### config.mk
export PLATFORM = sky130hd
export DESIGN_NAME = reorder_buffer
export DESIGN_NICKNAME = d
export VERILOG_FILES = /design/src/rtl/reorder_buffer.sv
export SDC_FILE = /design/constraint.sdc
export NUM_CORES = 1
export LEC_CHECK = 0
export BUFFER_PORTS_ARGS = -buffer_cell sky130_fd_sc_hd__buf_2
export CORE_ASPECT_RATIO = 0.5
export CORE_UTILIZATION = 40
export CTS_CLUSTER_DIAMETER = 200
export DETAILED_ROUTE_END_ITERATION = 8
export GPL_ROUTABILITY_DRIVEN = 0
export MAX_ROUTING_LAYER = met4
export SYNTH_ARGS = -nofsm -noshare
export SYNTH_HDL_FRONTEND = slang
export SYNTH_SLANG_ARGS = --single-unit
### constraint.sdc
create_clock -name CLK -period 4.6 [get_ports CLK]
set_input_delay 1.15 -clock CLK [delete_from_list [all_inputs] [get_ports CLK]]
set_output_delay 1.15 -clock CLK [all_outputs]
set_load 0.05 [all_outputs]
### src/rtl/reorder_buffer.sv
// In-order retirement buffer: rename allocates by tag, execution units mark entries done,
// and the oldest done entry retires one per cycle into the RRAT / free-list release path.
module reorder_buffer #(
    parameter int DEPTH  = 16,
    parameter int IDX_W  = 4,
    parameter int ARCH_W = 5,
    parameter int PHYS_W = 6
) (
    input  logic              CLK,
    input  logic              RESET,
    input  logic              FLUSH,
    input  logic              alloc_valid,
    input  logic [ARCH_W-1:0] alloc_arch_reg,
    input  logic [PHYS_W-1:0] alloc_phys_reg,
    input  logic              alloc_reg_write,
    input  logic              alloc_is_store,
    input  logic [31:0]       alloc_pc,
    output logic              alloc_ready,
    output logic [IDX_W-1:0]  alloc_tag,
    input  logic              complete_valid,
    input  logic [IDX_W-1:0]  complete_tag,
    output logic              commit_valid,
    output logic [ARCH_W-1:0] commit_arch_reg,
    output logic [PHYS_W-1:0] commit_phys_reg,
    output logic              commit_reg_write,
    output logic              commit_is_store,
    output logic [31:0]       commit_pc,
    output logic [IDX_W:0]    count,
    output logic              empty
);

    localparam logic [IDX_W:0] FULL_CNT = (IDX_W+1)'(DEPTH);

    logic [DEPTH-1:0]  valid_q, valid_d;
    logic [DEPTH-1:0]  done_q, done_d;
    logic [IDX_W-1:0]  head_q, head_d;
    logic [IDX_W-1:0]  tail_q, tail_d;
    logic [IDX_W:0]    count_q, count_d;

    logic [ARCH_W-1:0] arch_q [DEPTH];
    logic [ARCH_W-1:0] arch_d [DEPTH];
    logic [PHYS_W-1:0] phys_q [DEPTH];
    logic [PHYS_W-1:0] phys_d [DEPTH];
    logic [DEPTH-1:0]  regw_q, regw_d;
    logic [DEPTH-1:0]  store_q, store_d;
    logic [31:0]       pc_q [DEPTH];
    logic [31:0]       pc_d [DEPTH];

    logic              commit_valid_q, commit_valid_d;
    logic [ARCH_W-1:0] commit_arch_q, commit_arch_d;
    logic [PHYS_W-1:0] commit_phys_q, commit_phys_d;
    logic              commit_regw_q, commit_regw_d;
    logic              commit_store_q, commit_store_d;
    logic [31:0]       commit_pc_q, commit_pc_d;

    logic alloc_fire;
    logic retire;

    assign alloc_ready      = (count_q != FULL_CNT);
    assign alloc_tag        = tail_q;
    assign alloc_fire       = alloc_valid & alloc_ready;
    // Retire decision looks only at registered state, so a same-edge completion waits a cycle.
    assign retire           = valid_q[head_q] & done_q[head_q];

    assign commit_valid     = commit_valid_q;
    assign commit_arch_reg  = commit_arch_q;
    assign commit_phys_reg  = commit_phys_q;
    assign commit_reg_write = commit_regw_q;
    assign commit_is_store  = commit_store_q;
    assign commit_pc        = commit_pc_q;
    assign count            = count_q;
    assign empty            = (count_q == '0);

    always_comb begin
        valid_d        = valid_q;
        done_d         = done_q;
        head_d         = head_q;
        tail_d         = tail_q;
        count_d        = count_q;
        arch_d         = arch_q;
        phys_d         = phys_q;
        regw_d         = regw_q;
        store_d        = store_q;
        pc_d           = pc_q;
        commit_valid_d = 1'b0;
        commit_arch_d  = commit_arch_q;
        commit_phys_d  = commit_phys_q;
        commit_regw_d  = commit_regw_q;
        commit_store_d = commit_store_q;
        commit_pc_d    = commit_pc_q;

        if (FLUSH) begin
            valid_d = '0;
            done_d  = '0;
            head_d  = '0;
            tail_d  = '0;
            count_d = '0;
        end else begin
            if (complete_valid && valid_q[complete_tag] && !done_q[complete_tag]) begin
                done_d[complete_tag] = 1'b1;
            end

            if (retire) begin
                commit_valid_d  = 1'b1;
                commit_arch_d   = arch_q[head_q];
                commit_phys_d   = phys_q[head_q];
                commit_regw_d   = regw_q[head_q];
                commit_store_d  = store_q[head_q];
                commit_pc_d     = pc_q[head_q];
                valid_d[head_q] = 1'b0;
                done_d[head_q]  = 1'b0;
                head_d          = head_q + 1'b1;
            end

            // tail never aliases head or a completing entry here: tail is free whenever alloc fires.
            if (alloc_fire) begin
                valid_d[tail_q] = 1'b1;
                done_d[tail_q]  = 1'b0;
                arch_d[tail_q]  = alloc_arch_reg;
                phys_d[tail_q]  = alloc_phys_reg;
                regw_d[tail_q]  = alloc_reg_write;
                store_d[tail_q] = alloc_is_store;
                pc_d[tail_q]    = alloc_pc;
                tail_d          = tail_q + 1'b1;
            end

            count_d = count_q + (IDX_W+1)'(alloc_fire) - (IDX_W+1)'(retire);
        end
    end

    always_ff @(posedge CLK or negedge RESET) begin
        if (!RESET) begin
            valid_q        <= '0;
            done_q         <= '0;
            head_q         <= '0;
            tail_q         <= '0;
            count_q        <= '0;
            commit_valid_q <= 1'b0;
            commit_arch_q  <= '0;
            commit_phys_q  <= '0;
            commit_regw_q  <= 1'b0;
            commit_store_q <= 1'b0;
            commit_pc_q    <= '0;
        end else begin
            valid_q        <= valid_d;
            done_q         <= done_d;
            head_q         <= head_d;
            tail_q         <= tail_d;
            count_q        <= count_d;
            commit_valid_q <= commit_valid_d;
            commit_arch_q  <= commit_arch_d;
            commit_phys_q  <= commit_phys_d;
            commit_regw_q  <= commit_regw_d;
            commit_store_q <= commit_store_d;
            commit_pc_q    <= commit_pc_d;
        end
    end

    // Payload is qualified by valid bits, so it needs no reset.
    always_ff @(posedge CLK) begin
        arch_q  <= arch_d;
        phys_q  <= phys_d;
        regw_q  <= regw_d;
        store_q <= store_d;
        pc_q    <= pc_d;
    end

endmodule

==> flow_summary.toml <==
[clock_tree]
clkLatencyLatePin_ns = 0.62
cts-root-buf = "clkbuf_16"
tritoncts = "yes"
htreeDepth = 3
clkTransAtPathRegs_ns = 0.07
hold_buffers = 0
cts_buffer_depth = 3
cts.sinks = 811
cts-resized-gates = 0
cts_setup_buffers = 0
cts_buffers = 75

[floorplan]
rows = 72
top_level_ports = 111
dieArea_sq_mm = 0.0794
die_w_microns = 397
start_util_pct = 40.5
core_sq_mm = 0.0773
die_h_microns = 200

[routing]
wl_microns = 68300
ant_nets = 0
detail_route.wl_per_cell_microns = 25.9
via_per_inst = 5.45
first_iter_violations = 1381
post-route-drc-count = 0
drt_pass1_iterations = 5
num_vias = 14380

[critical_path]
critPathLaunchType = "flip-flop"
rr_startpoint = "head_q[3]"
cp-startpoint = "head_q[3]"
criticalPathCategory = "flip-flop to flip-flop"
crit_arrival_ns = 3.93
worst-path-max-fanout = 24
cp_data_required_time_ns = 5.08
end_kind = "flip-flop"

[finish]
drive_gt1_share_pct = 34.5
area_delta_synth_final_pct = 14.4
layout.cells.non_filler = 2637
regMostFlops = "pc_q"
fin_area_sq_mm = 0.0358
fillers = 6384
largest_register_ffs = 512
largestRegisters = "pc_q: 512 flops, phys_q: 96 flops, arch_q: 80 flops"
nets = 1609
final_util_pct = 46.3

[grt]
use_met2_pct = 28.0
overflow = 0
first_global_vias = 14875
grt_pass1_wl_microns = 101000
gr-usage-met1_pct = 25.2
grt.met3_usage_pct = 2.96
antenna_found_initial = 2
grt_max_degree = 134
grtUsageTotal_pct = 18.1
top_usage_layer = "met2"

[power_and_ir_drop]
leakagePower_nw = 11.7
ir_drop_mv = 0.258
power_per_cell_area_mw_per_mm2 = 424

[yosys]
synth-seq-cells = 811
synth-edff-count = 720
syn-num-nets = 1450
synthDistinctLibCells = 42
yosysTopAreaCellShare_pct = 69.1
synth-async-reset-ratio_pct = 11.2
synth.area.top_cells = "edfxtp_1 69%, mux4_2 16%, dfrtp_1 7.3%"
syn_inst = 1381
synth-seq-area-share_pct = 76.4
yosys_warnings = 0
yosys.area.top_type = "edfxtp_1"
syn_area_sq_mm = 0.0313
ys.flop_type = "edfxtp_1"
synth.avg_cell_area_sq_um = 22.6

[timing]
fin_crit_sh_pct = 74.9
drv_slew = 0
worstMarginPinSlew_ns = 1.09
rsz0062_at_grt = "false"
fin_tns_setup_ns = 0
setup_viol = 0
finalCriticalPeriod_ns = 3.45
skew_ns = 0.0140
fmax_mhz = 290
slew_headroom_pct = 27.3
timing.hold.ws_ns = 0.493
hold_violations = 0

[placement]
place_area_sq_mm = 0.0334
portBuffers = 110
hpwl_microns = 34300
dp_cells = 2499

[run]
cap_violations = 0

[status]
status = "finished, final reports clean"

[min_path]
hp-class = "flip-flop to flip-flop"
worstHoldStart = "commit_pc[5]"
[cells in the final DEF, fill, tap and decap left out, drive strengths merged, types with 13 or more instances in the layout]
cell type / n
a21o: 13
inv: 14
nand2: 28
clkbuf: 102
ha: 14
buf: 146
edfxtp: 720
a31oi: 21
nor2: 46
mux2: 47
clkinv: 29
nor3b: 16
a21oi: 17
dfrtp: 91
mux4: 229
[routing by layer]
metal  share of wire (%)  vias up
li1                    -     6111
met1                  45     7772
met2                  48      398
met3                 5.2       99
met4                 1.9        0
met5                   0        -
[logic make-up (layout without fill, tap and decap cells)]
family                     count (synthesis)  count (layout)  synth area share (%)
buffers and inverters                     80             298                  1.13
adders and majority gates                 15              15                 0.624
DFF                                      811             811                  76.4
and+or+nand+nor                          121             121                  1.91
muxes                                    280             280                  18.3
xor gates and xnor gates                   8               8                 0.224
other                                      0               2                     0
AOI/OAI and AO/OA                         66              66                  1.39
[path summary, 6_finish.rpt]
kind / slack, ns / cells after the start / end
max: 1.15 / 13 / count[4]
min reg2reg: 0.49 / 1 / commit_pc[5]
max in group asynchronous: 3.18 / 2 / head_q[1]
min: 0.49 / 1 / commit_pc[5]
min in group asynchronous: 0.58 / 1 / commit_arch_reg[0]
max reg2reg: 1.15 / 13 / count[4]
[where the power goes]
group | leakage, nW | switching [mW] | internal (mW)
clock | 1.18 | 2.64 | 3.51
sequential | 7.74 | 0.0555 | 8.16
combinational | 2.76 | 0.546 | 0.245
[layout make-up]
type,count,area [sq um],area share [%]
tap,1036,1300,3.62
timing repair buffer,146,948,2.65
clock buffer,102,2110,5.91
sequential,811,23900,66.8
multi-input combinational,490,7130,19.9
clock inverter,34,297,0.829
inverter,16,65.1,0.182
antenna,2,5.00,0.0140
[cells in the mapped netlist, types with 4 or more instances]
cell type  number
a2111oi_0       4
a21o_1         13
a21oi_1        16
a31oi_1        21
buf_1          10
buf_2          19
buf_6           4
clkbuf_1       31
dfrtp_1        91
edfxtp_1      720
ha_1           14
inv_1          14
mux2_2         46
mux2i_1         4
mux4_2        229
nand2_1        28
nand3_1         4
nor2_1         46
nor3_1          5
nor3b_1        16
nor4b_1         4
o21ai_0         4
or2_2           4
xnor2_1         5
[metrics by stage]
step / total power, mW / setup slack, ns
2_1_floorplan: 8.84 / 0.0159
3_3_place_gp: 9.17 / 1.20
3_5_place_dp: 9.18 / 1.14
4_1_cts: 15.3 / 1.10
5_1_grt: 15.7 / 0.812
6_report: 15.2 / 1.15
[worst max-delay path: stages, from the launching register on]
cell     delay, ns
dfrtp_1       0.55
inv_4         0.45
mux4_2        0.34
o22a_1        0.40
nand2_1       0.12
ha_1          0.28
inv_1         0.04
ha_1          0.20
fa_1          0.44
a21oi_1       0.16
nor2_1        0.05
nor2_1        0.11
xnor2_1       0.13
nor2_1        0.05
No activity file was read; power rests on OpenSTA's default activity.
